`config.mk`:
```
export PLATFORM = sky130hd
export DESIGN_NAME = bcd_scroll_display
export DESIGN_NICKNAME = d
export VERILOG_FILES = /design/src/rtl/bcd_scroll_display.sv
export SDC_FILE = /design/constraint.sdc
export NUM_CORES = 1
export LEC_CHECK = 0
export BUFFER_PORTS_ARGS = -buffer_cell sky130_fd_sc_hd__buf_2
export CAP_MARGIN = 15
export CORE_ASPECT_RATIO = 0.75
export CORE_MARGIN = 2
export CORE_UTILIZATION = 45
export DETAILED_ROUTE_END_ITERATION = 8
export GPL_ROUTABILITY_DRIVEN = 0
export PLACE_DENSITY_LB_ADDON = 0.25
export SYNTH_ARGS = -nofsm -noshare
export SYNTH_HDL_FRONTEND = slang
export SYNTH_SLANG_ARGS = --single-unit
```
`constraint.sdc`:
```
create_clock -name clk -period 2.9 [get_ports clk]
set_input_delay 0.29 -clock clk [delete_from_list [all_inputs] [get_ports clk]]
set_output_delay 0.29 -clock clk [all_outputs]
set_load 0.02 [all_outputs]
```
`src/rtl/bcd_scroll_display.sv`:
```
// Purpose : 4-digit multiplexed seven-segment driver for a signed 5-digit BCD value, 3-digit scrolling window.
// Latency : anode/seg registered, one cycle behind stored data / scan index; load/scroll visible next cycle.
// Backpr. : none; load and button levels are sampled every cycle, nothing is ever stalled.
//
// Ports:
//   clk          system clock
//   rst          synchronous active-low reset
//   bcd          20-bit packed BCD, digit k = bcd[4k+3:4k]
//   is_negative  sign captured with bcd
//   load         level, captures bcd/is_negative and returns window to offset 0
//   scroll_left  button level, rising edge moves window toward more-significant digits
//   scroll_right button level, rising edge moves window toward less-significant digits
//   anode        active-low digit enables, anode[3] leftmost (sign position)
//   seg          active-low segments {g,f,e,d,c,b,a}
//   offset       window position 0..2
//
// Optional: define BCD_SCROLL_LZB_EN to blank leading zeros above the highest nonzero digit.
module bcd_scroll_display #(
  parameter int REFRESH_DIV = 100000,
  parameter int CNT_W       = $clog2(REFRESH_DIV)
) (
  input  logic        clk,
  input  logic        rst,
  input  logic [19:0] bcd,
  input  logic        is_negative,
  input  logic        load,
  input  logic        scroll_left,
  input  logic        scroll_right,
  output logic [3:0]  anode,
  output logic [6:0]  seg,
  output logic [1:0]  offset
);

  localparam logic [6:0] SEG_BLANK = 7'b1111111;
  localparam logic [6:0] SEG_MINUS = 7'b0111111;

  logic [19:0]      r_bcd;
  logic             r_neg;
  logic [1:0]       r_offset;
  logic             r_left_q;
  logic             r_right_q;
  logic [CNT_W-1:0] r_cnt;
  logic [1:0]       r_scan;
  logic [3:0]       r_anode;
  logic [6:0]       r_seg;

  logic             w_left_evt;
  logic             w_right_evt;
  logic [1:0]       w_offset_nxt;
  logic [2:0]       w_idx;
  logic [3:0]       w_digit;
  logic [3:0]       w_anode_nxt;
  logic [6:0]       w_seg_nxt;
`ifdef BCD_SCROLL_LZB_EN
  logic [2:0]       w_top;
`endif

  function automatic logic [6:0] seg7(input logic [3:0] d);
    case (d)
      4'd0:    seg7 = 7'b1000000;
      4'd1:    seg7 = 7'b1111001;
      4'd2:    seg7 = 7'b0100100;
      4'd3:    seg7 = 7'b0110000;
      4'd4:    seg7 = 7'b0011001;
      4'd5:    seg7 = 7'b0010010;
      4'd6:    seg7 = 7'b0000010;
      4'd7:    seg7 = 7'b1111000;
      4'd8:    seg7 = 7'b0000000;
      4'd9:    seg7 = 7'b0010000;
      default: seg7 = SEG_BLANK;
    endcase
  endfunction

  // Rising-edge events: current level against last cycle's level.
  assign w_left_evt  = scroll_left  & ~r_left_q;
  assign w_right_evt = scroll_right & ~r_right_q;

  always_comb begin
    w_offset_nxt = r_offset;
    if (load) begin
      w_offset_nxt = 2'd0;
    end else if (w_left_evt && !w_right_evt) begin
      if (r_offset < 2'd2) w_offset_nxt = r_offset + 2'd1;
    end else if (w_right_evt && !w_left_evt) begin
      if (r_offset > 2'd0) w_offset_nxt = r_offset - 2'd1;
    end
  end

  // Position p shows stored digit (offset + p); only meaningful for p < 3.
  assign w_idx = {1'b0, r_offset} + {1'b0, r_scan};

  always_comb begin
    case (w_idx)
      3'd0:    w_digit = r_bcd[3:0];
      3'd1:    w_digit = r_bcd[7:4];
      3'd2:    w_digit = r_bcd[11:8];
      3'd3:    w_digit = r_bcd[15:12];
      3'd4:    w_digit = r_bcd[19:16];
      default: w_digit = 4'd0;
    endcase
  end

`ifdef BCD_SCROLL_LZB_EN
  // Index of the highest nonzero digit; stays 0 for value 0 so digit 0 is never blanked.
  always_comb begin
    w_top = 3'd0;
    for (int k = 1; k < 5; k++) begin
      if (r_bcd[4*k +: 4] != 4'd0) w_top = 3'(k);
    end
  end
`endif

  always_comb begin
    w_anode_nxt = ~(4'b0001 << r_scan);
    if (r_scan == 2'd3) begin
      w_seg_nxt = r_neg ? SEG_MINUS : SEG_BLANK;
    end else begin
      w_seg_nxt = seg7(w_digit);
`ifdef BCD_SCROLL_LZB_EN
      if (w_idx > w_top) w_seg_nxt = SEG_BLANK;
`endif
    end
  end

  // anode and seg are registered together from the same scan index, so they always switch on one edge.
  always_ff @(posedge clk) begin
    if (!rst) begin
      r_bcd     <= 20'd0;
      r_neg     <= 1'b0;
      r_offset  <= 2'd0;
      r_left_q  <= 1'b0;
      r_right_q <= 1'b0;
      r_cnt     <= '0;
      r_scan    <= 2'd0;
      r_anode   <= 4'b1111;
      r_seg     <= SEG_BLANK;
    end else begin
      r_left_q  <= scroll_left;
      r_right_q <= scroll_right;
      if (load) begin
        r_bcd <= bcd;
        r_neg <= is_negative;
      end
      r_offset <= w_offset_nxt;
      if (r_cnt == CNT_W'(REFRESH_DIV - 1)) begin
        r_cnt  <= '0;
        r_scan <= r_scan + 2'd1;
      end else begin
        r_cnt <= r_cnt + CNT_W'(1);
      end
      r_anode <= w_anode_nxt;
      r_seg   <= w_seg_nxt;
    end
  end

  assign anode  = r_anode;
  assign seg    = r_seg;
  assign offset = r_offset;

endmodule
```
# [Yosys cells after proc, flatten, opt, wreduce, memory -nomap -nowiden]
# Memory sizes are Yosys's and may differ from the RTL's.
# Cells that the tools add are included.
[word_totals] ff_bits=55 rom_bits=112 memories=1 output_inout_bits=13
[mem_list] memory="(name not given)" words=16 width=7 read_ports=1 rd_ports_with_merged_regs=0 wr=0 line="59" source="case (d)"
[classes] eq_ne=7 add_sub_neg=5 muxes=7 shift=1 n_lt_le_gt_ge=2 bitwise_logic=6 reduce_logical=10
[ops] cell="4-bit one-hot mux with 5 select lines" count=1
[ops] cell="17-bit by 1-bit adder with 17-bit output, second input constant" count=1
[ops] cell="17-bit equality test, second input constant" count=1
[ops] cell="7-bit 2-to-1 mux" count=2
[ops] cell="2-bit 2-to-1 mux" count=4
[ops] cell="3-bit by 2-bit equality test with 1-bit output, second input constant" count=2
[ops] cell="2-bit by 1-bit adder with 2-bit output, second input constant" count=2
[ops] cell="4-bit NOT" count=1
[ops] cell="2-bit nonzero test" count=2
[ops] cell="2-bit OR reduction" count=2
[ops] cell="1-bit by 2-bit left shift with 4-bit output, first input constant" count=1
[ops] cell="2-bit by 2-bit adder with 3-bit output" count=1
[ops] cell="3-bit by 1-bit equality test with 1-bit output, second input constant" count=1
[ops] cell="3-bit equality test, second input constant" count=1
[ops] cell="3-bit logical NOT" count=1
[ops] cell="1-bit NOT" count=3
[ops] cell="3-bit AND reduction" count=1
[ops] cell="1-bit AND" count=2
[ops] cell="2-bit equality test, second input constant" count=1
[ops] cell="2-bit by 1-bit > comparator with 1-bit output, second input constant" count=1
[ops] cell="1-bit logical AND" count=2
[ops] cell="1-bit logical NOT" count=2
[ops] cell="2-bit < comparator, second input constant" count=1
[ops] cell="2-bit by 1-bit != test with 1-bit output, second input constant" count=1
[ops] cell="2-bit by 1-bit subtractor with 2-bit output, second input constant" count=1

# [Depth between registers and ports, before layout]
[logic_depth] ltp_word=6 ltp_mapped=11 mapped_depth_nobuf=10

# [Worst setup path before layout]
# Ideal clock, no wire load.
[synth_timing] kind="register to register" from="register r_offset[0] (netlist: offset[0])" to="register r_seg[4] (netlist: seg[4])" t_required_ps=2822 path_slack_ps=485 path_buffers=0 t_arrival_ps=2337 stages_incl_launch_ff=9 cell_sequence="dfxtp_1 ha_1 fa_1 nand2b_1 a2bb2oi_1 nand2_1 ha_1 mux2_2 a32oi_1"
[synth_between] elab_chain_cells=5 elab_cells_between_ends=9 classes_between="1 x add/sub; 4 x eq/ne; 2 x mux; 1 x reduce/logical; 1 x memory"
[synth_rtl] element="from (decl)" line="39" source="logic [1:0] r_offset;"
[synth_rtl] element="from (signal assigned)" line="144" source="r_offset <= w_offset_nxt;"
[synth_rtl] element="2-bit by 2-bit adder with 3-bit output (*)" line="90" source="assign w_idx = {1'b0, r_offset} + {1'b0, r_scan};"
[synth_rtl] element="3-bit equality test, or another cell as far along" line="93" source="case (w_idx)"
[synth_rtl] element="4-bit one-hot mux with 5 select lines (*)" line="93"
[synth_rtl] element="memory read 16 x 7 bit (*)"
[synth_rtl] element="7-bit 2-to-1 mux (*)" line="115" source="if (r_scan == 2'd3) begin"
[synth_rtl] element="to (signal assigned)" line="152" source="r_seg <= w_seg_nxt;"
[synth_rtl] element="to (decl)" line="45" source="logic [6:0] r_seg;"
# Every way passes the cells marked *; elsewhere a longest branch is shown, timed or not.
# A chain may end at the register's enable or synchronous reset.

# [Worst setup path in the final report]
[layout_timing] from="register r_scan[0]" to="register r_seg[4] (netlist: seg[4])"
[layout_between] elab_chain_cells=5 elab_cells_between_ends=10 classes_between="1 x add/sub; 5 x eq/ne; 2 x mux; 1 x reduce/logical; 1 x memory"
[layout_rtl] element="from (decl)" line="43" source="logic [1:0] r_scan;"
[layout_rtl] element="from (signal assigned)" line="147" source="r_scan <= r_scan + 2'd1;"
[layout_rtl] element="2-bit by 2-bit adder with 3-bit output" line="90"
[layout_rtl] element="3-bit equality test, or another cell as far along" line="93"
[layout_rtl] element="4-bit one-hot mux with 5 select lines" line="93"
[layout_rtl] element="memory read 16 x 7 bit"
[layout_rtl] element="7-bit 2-to-1 mux (*)" line="115"
# Marks and branches as above.

==> metrics.txt <==
proportion of synthesized area in mux cells 0.123; area of the multi-input gates 1400 um^2; power density cells 503 nW/um^2; reg2reg end seg[4]$_SDFF_PP1_; Max Root-Sink Buffers 2; Die Wd 91.5 um; clk_skew 6.23 ps; Placement Setup Slack 230 ps; setup violators final 0; Worst Hold Launch scroll_left; Hold Crit Depth 2; top cells by area, synth dfxtp_1 (43%), mux2i_1 (11%), nor2b_1 (6.3%); Final Hold Viols 0; cell taking the most area after synthesis dfxtp_1; Routed Antenna Nets 0; placed cell count 364; CP most frequent cell ha_1; warnings from Yosys 0; ys flop type dfxtp_1; global-route wire length before repair 8310 um; Mapped Area 2580 um^2; max_cap viols 0; fin crit period 2670 ps; Slew Viols, Final 0; post-synthesis adder-cell area fraction 0.0659; largest family of logic cells by synthesized area simple AND/OR/NAND/NOR gates; io pins 39; Initial Utilization 0.475; Leakage Power 1.26 nW; Post-synth EDFFs 0; Synth Area in Compound Gates 0.0790; clock sink count 55; non-filler cells, final 371; ys async rst share 0; cell breakdown of the critical path ha_1, fa_1, nand2b_1, a2bb2oi_1, nand2_1, ha_1, mux2_2, a32oi_1; largest net degree at the start of global routing 38; core box area 5440 um^2; Inserted Clock Buffers 5; IO buf count 38; setup TNS 0 ps; antenna violations before repair 0; Crit path largest cell delay 540 ps; post-synthesis sequential area ratio 0.427; Routed WL per cell 12.6 um; Yosys top cell area share 0.427; final wirelength 4670 um; # fillers 510; Synth Register Bits 55; num rows 23; CP required 3130 ps; Max Fclk 0.374 GHz; mean post-synth cell area 9.85 um^2; unrepaired setup endpoints after global routing false; DRT iter0 DRCs 64; Worst R2R Path Depth 8; Design Area, Final 2920 um^2; Tightest Pin Transition 611 ps; setup bufs post-CTS 0; Critical Path End Type register; Worst Hold Class primary input to register; Hold-fix buffers, CTS 0; Global Route Usage Sum 0.163; register area 1100 um^2; fin crit share 0.921; Max stage delay cell, worst path fa_1; proportion of layout cells with a drive suffix above 1 0.193; area growth from synthesis to layout 13.1%; gr ovfl total 0; kind of critical path register to register; worst flop-to-flop path startpoint r_scan[0]$_SDFFE_PN0P_; CTS clk-pin slew, worst paths 90 ps; DP Wirelength 3320 um; Data arrival, critical path 2900 ps; Post-Syn Nets 301; via count 1794; CTS tree done; total die area 6360 um^2; Post-Synth XOR/XNOR Area 0.0577; DR vias/cell 4.84; Crit Path Max Fanout 8; simple-gate portion of the synthesized area 0.212; die height 69.6 um; WHS Endpoint r_left_q$_SDFF_PN0_; H-tree depth 2; worst rel slew slack 0.592; VDD IR-drop max 0.000248 V; Yosys cell types 49; Residual DRC 0; Worst-Skew Late Latency 310 ps; Mapped Cells 262; DP Area 2810 um^2; FF-to-FF setup slack 230 ps; outcome finished, final reports clean; CTS Root Cell clkbuf_8; vias in the first global route 1733; worst setup margin 229 ps; final net count 335; 1st-pass router iterations 4; crit path launch type register; ant diodes 0
## synthesized netlist by cell type, types with 2 or more instances
library cell / instances
dfxtp_1: 55
mux2i_1: 28
nor2b_1: 26
nor2_1: 19
nand2_1: 13
xor2_1: 13
ha_1: 12
inv_1: 8
nand3_1: 8
a21oi_1: 7
and2_1: 6
and3_1: 6
clkbuf_1: 6
buf_2: 4
nand3b_1: 4
nor3_1: 4
xnor2_1: 4
nand2b_1: 3
a2bb2oi_1: 2
and4_1: 2
nand4_1: 2
o21ai_0: 2
o21ai_1: 2
## power breakdown
group / leakage, nW / internal [W] / switching (W)
Clock: 0.0513 / 0.000254 / 0.000241
Sequential: 0.451 / 0.000789 / 0.0000173
Combinational: 0.754 / 0.0000792 / 0.0000896
## worst max path at each step
stage	startpoint	to	slack, ps	depth (start not counted)
2_1_floorplan	offset[0]$_SDFFE_PP0P_	seg[4]$_SDFF_PP1_	490	8
3_3_place_gp	r_scan[0]$_SDFFE_PN0P_	seg[3]$_SDFF_PP1_	330	7
3_5_place_dp	r_scan[0]$_SDFFE_PN0P_	seg[3]$_SDFF_PP1_	230	7
4_1_cts	r_scan[0]$_SDFFE_PN0P_	seg[3]$_SDFF_PP1_	170	7
5_1_grt	r_scan[0]$_SDFFE_PN0P_	seg[1]$_SDFF_PP1_	90	9
6_report	r_scan[0]$_SDFFE_PN0P_	seg[4]$_SDFF_PP1_	230	8
## per-layer routing
layer / GRT usage / wire length, um / part of all wire / vias to the layer above
met5: 0 / 0 / 0 / -
met4: 0.0606 / 67 / 0.014 / 0
met3: 0.0413 / 167 / 0.036 / 7
met2: 0.230 / 1890 / 0.40 / 27
met1: 0.237 / 2550 / 0.55 / 807
li1: - / - / - / 953
## timing repair
item,in CTS,in global routing
hold endpoints to repair,0,0
gates resized for setup,0,1
setup endpoints to repair,0,2
## cells in the final DEF (no fill, tap or decap), types with 2 or more instances in the layout
master / count
a21oi_1: 7
a2bb2oi_1: 2
and2_1: 6
and3_1: 6
and4_1: 2
buf_2: 38
clkbuf_8: 5
dfxtp_1: 55
ha_1: 12
inv_1: 8
mux2i_1: 28
nand2_1: 13
nand2b_1: 3
nand3_1: 8
nand3b_1: 4
nand4_1: 2
nor2_1: 19
nor2b_1: 26
nor3_1: 4
o21ai_0: 2
o21ai_1: 2
xnor2_1: 4
xor2_1: 13
## metrics by stage
step | utilization | power, W | hold WS [ps]
after global routing | 0.537 | 0.00154 | 186
after CTS | 0.536 | 0.00148 | 186
final | 0.537 | 0.00147 | 186
after detailed placement | 0.517 | 0.000993 | 465
after global placement | 0.517 | 0.000991 | 456
after floorplan | - | 0.000943 | 412
## logic make-up (layout without fill, tap and decap cells)
logic type	Yosys count	in the layout
flip-flops	55	55
adder cells (fa/ha/maj)	13	13
multiplexers	31	31
buffers and inverters	20	54
XOR/XNOR	17	17
AO/OA/AOI/OAI	27	27
AND/OR/NAND/NOR	99	99
## layout make-up
type	count	area share
Timing Repair Buffer	39	0.0677
Tap cell	75	0.0321
Inverter	8	0.0103
Clock inverter	1	0.0103
Sequential cell	55	0.377
Clock buffer	6	0.0249
Multi-Input combinational cell	187	0.478
## registers in the layout, indices dropped and copies added (netlist names)
signal     count
seg            7
r_left_q       1
anode          4
r_right_q      1
r_cnt         17
r_bcd         20
r_neg          1
r_scan         2
offset         2
## worst max-delay path, delay by kind of cell (launching register included)
| kind | cells | cell delay, ps |
|---|---|---|
| compound gates | 2 | 490 |
| flops | 1 | 440 |
| fa+ha+maj | 3 | 990 |
| mux | 1 | 280 |
| simple gates | 2 | 390 |
Power figures use the tool's default switching activity.
